[config.mk]
export PLATFORM = sky130hd
export DESIGN_NAME = fifo_read_ctrl
export DESIGN_NICKNAME = d
export VERILOG_FILES = /design/src/rtl/fifo_read_ctrl.sv
export SDC_FILE = /design/constraint.sdc
export NUM_CORES = 1
export LEC_CHECK = 0
export ABC_AREA = 1
export CORE_AREA = 2 2 118 120
export CTS_BUF_LIST = sky130_fd_sc_hd__clkbuf_16
export DETAILED_ROUTE_END_ITERATION = 7
export DIE_AREA = 0 0 120 122
export DONT_BUFFER_PORTS = 1
export HOLD_SLACK_MARGIN = 0.03
export PLACE_DENSITY = 0.5
export SYNTH_ARGS = -nofsm -noshare
export SYNTH_HDL_FRONTEND = slang
export SYNTH_SLANG_ARGS = --single-unit
[constraint.sdc]
create_clock -name clk -period 2.2 [get_ports clk]
set_clock_uncertainty 0.1 [all_clocks]
set_input_delay 0.44 -clock clk [delete_from_list [all_inputs] [get_ports clk]]
set_output_delay 0.44 -clock clk [all_outputs]
set_load 0.05 [all_outputs]
[src/rtl/fifo_read_ctrl.sv]
// Read-side controller for the 8 x 32-bit FIFO.
// Owns the head pointer, occupancy count and empty/full flags, and
// registers the dequeued word for the consumer.
module fifo_read_ctrl #(
  parameter int DATA_WIDTH = 32,
  parameter int DEPTH      = 8,
  parameter int ADDR_WIDTH = 3
) (
  input  logic                          clk,
  input  logic                          reset,
  input  logic                          re,
  input  logic                          wr_commit,
  input  logic [DEPTH*DATA_WIDTH-1:0]   rf_data,
  output logic [ADDR_WIDTH-1:0]         rd_addr,
  output logic [DATA_WIDTH-1:0]         dout,
  output logic                          rd_ack,
  output logic                          rd_err,
  output logic                          empty,
  output logic                          full,
  output logic [ADDR_WIDTH:0]           data_count
);

  typedef enum logic [1:0] {
    INIT     = 2'd0,
    NO_OP    = 2'd1,
    READ     = 2'd2,
    RD_ERROR = 2'd3
  } state_t;

  localparam logic [ADDR_WIDTH:0]   FULL_COUNT = (ADDR_WIDTH + 1)'(DEPTH);
  localparam logic [ADDR_WIDTH:0]   COUNT_ONE  = (ADDR_WIDTH + 1)'(1);
  localparam logic [ADDR_WIDTH-1:0] ADDR_ONE   = ADDR_WIDTH'(1);

  state_t                  state;
  logic [ADDR_WIDTH:0]     count;
  logic [DATA_WIDTH-1:0]   words [DEPTH];
  logic                    accept;
  logic                    write_ok;

  // Unpack the flattened register-file bus into an indexable word array.
  for (genvar gi = 0; gi < DEPTH; gi++) begin : g_unpack
    assign words[gi] = rf_data[gi*DATA_WIDTH +: DATA_WIDTH];
  end

  // A read is only accepted against the registered count; a same-edge
  // commit never bypasses into an empty FIFO. Commits into a full FIFO
  // are dropped so the count cannot overflow.
  always_comb begin
    accept   = re && (count != '0);
    write_ok = wr_commit && (count != FULL_COUNT);
  end

  // State, pointer, count and dequeued data, all updated on the same edge.
  always_ff @(posedge clk or posedge reset) begin
    if (reset) begin
      state   <= INIT;
      rd_addr <= '0;
      count   <= '0;
      dout    <= '0;
      rd_ack  <= 1'b0;
      rd_err  <= 1'b0;
    end else begin
      if (accept) begin
        state   <= READ;
        dout    <= words[rd_addr];
        rd_addr <= rd_addr + ADDR_ONE;
      end else if (re) begin
        state <= RD_ERROR;
      end else begin
        state <= NO_OP;
      end
      rd_ack <= accept;
      rd_err <= re && !accept;

      // Read and write on the same edge cancel out.
      if (accept && !wr_commit) begin
        count <= count - COUNT_ONE;
      end else if (!accept && write_ok) begin
        count <= count + COUNT_ONE;
      end
    end
  end

  // Flags decode straight off the registered count.
  always_comb begin
    empty      = (count == '0);
    full       = (count == FULL_COUNT);
    data_count = count;
  end

endmodule
======== After elaboration in Yosys (flattened, before gate mapping) ========
Index checks and enable logic that the tools add are counted.
cells by class
  equality and inequality tests ........... 2
  order comparisons ....................... 1
  bitwise logic cells ..................... 1
  multiplexer cells ....................... 5
  reductions and logical operators ........ 10
  add/sub/neg operators ................... 3
operators with widths
  kind                                                                number
  32-bit binary-select mux with 3-bit select                          1
  32-bit two-way mux                                                  2
  4-bit two-way mux                                                   2
  1-bit logical AND                                                   5
  4-bit by 1-bit adder with 4-bit output, second input constant       1
  4-bit == test, second input constant                                1
  4-bit >= comparator, second input constant                          1
  4-bit logical NOT                                                   1
  4-bit inequality test, second input constant                        1
  3-bit inverter with 4-bit output                                    1
  4-bit nonzero test                                                  1
  4-bit by 1-bit subtractor with 4-bit output, second input constant  1
  3-bit by 1-bit adder with 3-bit output, second input constant       1
  1-bit logical NOT                                                   2
  2-bit nonzero test                                                  1
storage, ports and cells
  output and inout bits ................... 43
  logic and storage cells ................. 27
  register bits ........................... 41
  bits of input ports ..................... 260

======== Longest topological paths before layout ========
Gate-level depths: netlist of run 1.
  word-level depth ........................ 6
  gate-level depth with buffers ........... 12
  gate-level depth less buffers ........... 12

======== Worst setup path after synthesis of run 1 ========
Ideal clock, no wire load.
  kind .................................... reg-to-reg
  start point ............................. register count[0], in the netlist data_count[0]
  end point ............................... register count[0], in the netlist data_count[0]
  path buffers ............................ 0
  period minus slack after synthesis ...... 2395 ps
  data required time ...................... 1951 ps
  setup time .............................. 149 ps
  path slack .............................. -195 ps
  arrival ................................. 2146 ps
  stages on the path, launching flop included .. 6
  path through ............................ dfrtp_1 > nor4_2 > nor2_1 > nand2_1 > nand2_1 > xor2_1
between the ends
  cells in the longest elaborated chain, start to end .. 5
RTL lines
  element                                                                                         RTL line  source
  from (decl)                                                                                     35        logic [ADDR_WIDTH:0] count;
  from (signal assigned)                                                                          77        count <= count - COUNT_ONE;
  from (signal assigned)                                                                          79        count <= count + COUNT_ONE;
  parallel branches: the longest is 5 deep, another holds 4-bit by 1-bit adder with 4-bit output  n/a
Parallel ways; which one is timed is not known. The select of a mux whose other input is x is not followed.
A chain may end at the register's enable or synchronous reset.

======== Final worst setup path of run 1 ========
  start point ............................. register count[1], in the netlist data_count[1]
  end point ............................... output full
between the ends
  cells in the longest elaborated chain, start to end .. 1
RTL lines
  element        RTL line  source
  4-bit == test  87        full = (count == FULL_COUNT);
  to (decl)      19        output logic full,
No other way between the ends.

==> impl_metrics.csv, run 1 <==
group,metric,value,unit
global_routing,grt.met3_usage,5.57,%
critical_path,worstPathArrival,1.42,ns
global_routing,antenna_found_initial,3,
clock_tree,clock_latency,0.29,ns
cells_and_area,multi_input_area,2340,um2
cells_and_area,drive_gt1_share,6.99,%
global_routing,busiest_layer,"met2",
clock_tree,clock-sinks,41,
die,start_util,27.2,%
detailed_routing,wl,15500,um
power,total_power,7.85,mW
synthesis,yosysWarnings,0,
die,core_region_area,13500,um2
critical_path,reg2reg_from,"data_count[1]",
critical_path,worst_setup_path_end_kind,"output pin",
power,power_density,1920,nW/um2
die,row_count,43,
cells_and_area,final_cell_count_no_fill,728,
critical_path,crit_fanout,3,
detailed_routing,drt_iter0_drc,244,
sta,relSlewSlack,49.6,%
placed_design,dp_hpwl,11800,um
job,drv_cap,0,
global_routing,grt_max_degree,68,
clock_tree,cts_made_buffers,5,
synthesis,syn_inst,569,
placed_design,placed_cells,715,
hold_path,hp-class,"in2reg",
detailed_routing,post_drt_via_cell_ratio,5.81,
sta,tightest_slew,0.755,ns
critical_path,rrSetupSlack,0.42,ns
sta,hold_viol_final,0,
sta,setup_tns,0,ns
synthesis,syn-cell-area,3670,um2
hold_path,hp-start,"re",
critical_path,path_delay_family,"buffers and inverters",
cells_and_area,mostFrequentLayoutCells,"133 x nor2_1, 124 x o21ai_0, 81 x nand2_1, 53 x o221ai_1, 39 x dfrtp_1",
die,dieArea,14600,um2
sta,final_max_slew_viol_count,0,
die,die_x,120,um
synthesis,synth_top_area_share,28.0,%
cells_and_area,fillers,1482,
die,die_h,122,um
clock_tree,ctsHtreeMaxLevel,2,
global_routing,use_met2,37.9,%
sta,setup_ws,0.236,ns
global_routing,grt_usage,20.0,%
cells_and_area,nNetsFinal,805,
critical_path,reg2reg_depth,10,
critical_path,crit_slowest_cell,"dfrtp_1",
hold_path,hold_depth,2,
critical_path,crit_type,"reg2out",
cells_and_area,area_growth,11.1,%
critical_path,cp_common_cell,"buf_4",
die,ioPinCount,303,
detailed_routing,drtAntennaViolNets,0,
sta,finalSetupViolCount,0,
synthesis,yosysSeqAreaShare,28.0,%
clock_tree,cts_setup_buffers,0,
synthesis,synth_largest_area_cell,"dfrtp_1",
clock_tree,clk_pin_slew,0.07,ns
synthesis,ys_ff_latch,41,
global_routing,globalRoute.totalOverflow,0,
power,vdd_ir_drop_max,0.000592,V
cells_and_area,utilization,30.2,%
placed_design,dp_slack,0.356,ns
sta,fin_crit_sh,89.3,%
critical_path,worst_setup_path_start_kind,"flop",
global_routing,grt_util_met1,20.8,%
critical_path,cp_num_buf_inv,2,
status,outcome,"complete, no violations",
placed_design,place_congestion,1.01,
hold_path,hold_end,"rd_err",
critical_path,worstReg2RegEnd,"data_count[2]",
synthesis,syn_avg_cell_area,6.45,um2
sta,fin_crit,1.96,ns
detailed_routing,firstDrtPassIters,5,
critical_path,critPathRequiredTime,1.66,ns
power,p_leak,1.63,nW
placed_design,io_buffers,0,
critical_path,max_stage_delay,0.40,ns
sta,max_freq,509,MHz
clock_tree,clockBufferDepth,2,
synthesis,synth_cell_types,27,
critical_path,worstPathCellList,"buf_4 -> nor4_4 -> buf_4",
cells_and_area,regArea,1030,um2
cells_and_area,final_common_cell,"nor2_1",
sta,rsz0062_at_grt,"no",
detailed_routing,drc,0,
global_routing,grt_pass1_vias,3948,
global_routing,grt_pass1_wl,22100,um
synthesis,ys_top_cells_by_area,"dfrtp_1 28%, o21ai_0 17%, nor2_1 14%",
detailed_routing,dr_total_vias,4231,
clock_tree,clockRootBuffer,"clkbuf_16",
detailed_routing,wl_per_cell,21.3,um
synthesis,syn_nets,831,
clock_tree,cts_tree,"built",
-- cell usage after synthesis --
library cell	number
xor2_1	4
nor2_1	133
clkbuf_2	1
buf_1	3
o221ai_1	53
clkinv_1	1
dfrtp_1	41
nor4_2	1
o21bai_1	1
ha_1	2
nand2_2	1
o21ai_1	7
inv_2	3
nand2_1	81
inv_1	12
nand3_4	1
o21ai_0	124
nand2_4	1
buf_4	4
clkbuf_1	29
nand3_1	24
nand4_1	2
o211ai_1	11
buf_6	2
buf_2	15
o22ai_1	11
xnor2_1	1
-- stage by stage --
step	hold WS (ns)	cell area (um2)
6_report	0.145	4080
5_1_grt	0.137	4070
4_1_cts	0.130	4070
3_5_place_dp	0.286	3890
3_3_place_gp	0.273	3890
2_1_floorplan	0.446	3680
-- area by class of cell --
type                    count  share of cell area [%]
diodes                      4                   0.245
clock buffers               5                    3.07
clock inverters             3                   0.951
inverters                  16                    1.50
multi-input cells         458                    57.4
flip-flops and latches     41                    25.3
well taps                 180                    5.52
repair buffers             21                    6.07
-- worst max path at each step --
stage                              from             to  slack (ns)  cells past startpoint
after floorplan           data_count[0]  data_count[0]        0.13                      5
after global placement       rd_addr[0]       dout[16]        0.34                      6
after detailed placement     rd_addr[0]       dout[16]        0.36                      6
after CTS                 data_count[1]           full        0.22                      3
after global routing      data_count[1]           full        0.16                      3
final                     data_count[1]           full        0.24                      3
-- cells by family (layout without fill, tap and decap cells) --
family	count (synthesis)	in the layout	share of synthesized area [%]
adders and majority gates	2	2	0.682
buffers and inverters	70	45	8.52
other	0	4	0
xor gates and xnor gates	5	5	1.19
AOI/OAI and AO/OA	207	207	34.8
and+or+nand+nor	244	244	26.8
DFF	41	41	28.0
-- what timing repair did --
| action | 4_1_cts | 5_1_grt |
|---|---|---|
| endpoints found under the setup margin | 0 | 0 |
| hold buffers | 1 | 0 |
| gates resized for setup | 0 | 0 |
| endpoints found under the hold margin | 17 | 0 |
-- state kept, by name, indices dropped and copies added (netlist names) --
signal,flops
rd_addr,3
data_count,4
dout,32
rd_ack,1
rd_err,1
-- report_power, final --
| part | internal (mW) | total [mW] | switching [mW] |
|---|---|---|---|
| combinational | 1.45 | 4.44 | 2.99 |
| clock | 0.530 | 0.853 | 0.323 |
| sequential | 1.12 | 2.56 | 1.44 |
-- per-layer routing --
metal  share of wire [%]  routed length [um]
met5                   0                   0
met2                  52                8040
met4                 3.0                 473
met1                  36                5600
met3                 9.1                1410
Power figures use the tool's default switching activity.
==> run 2: changes to the inputs <==
- SKIP_LAST_GASP: default -> 1
==> results of run 2 <==
Final layout, timing and power as in run 1 (identical DEF).
==> run 3: changes to the inputs <==
- TNS_END_PERCENT: default -> 10
==> results of run 3 <==
Final layout, timing and power as in run 1 (identical DEF).
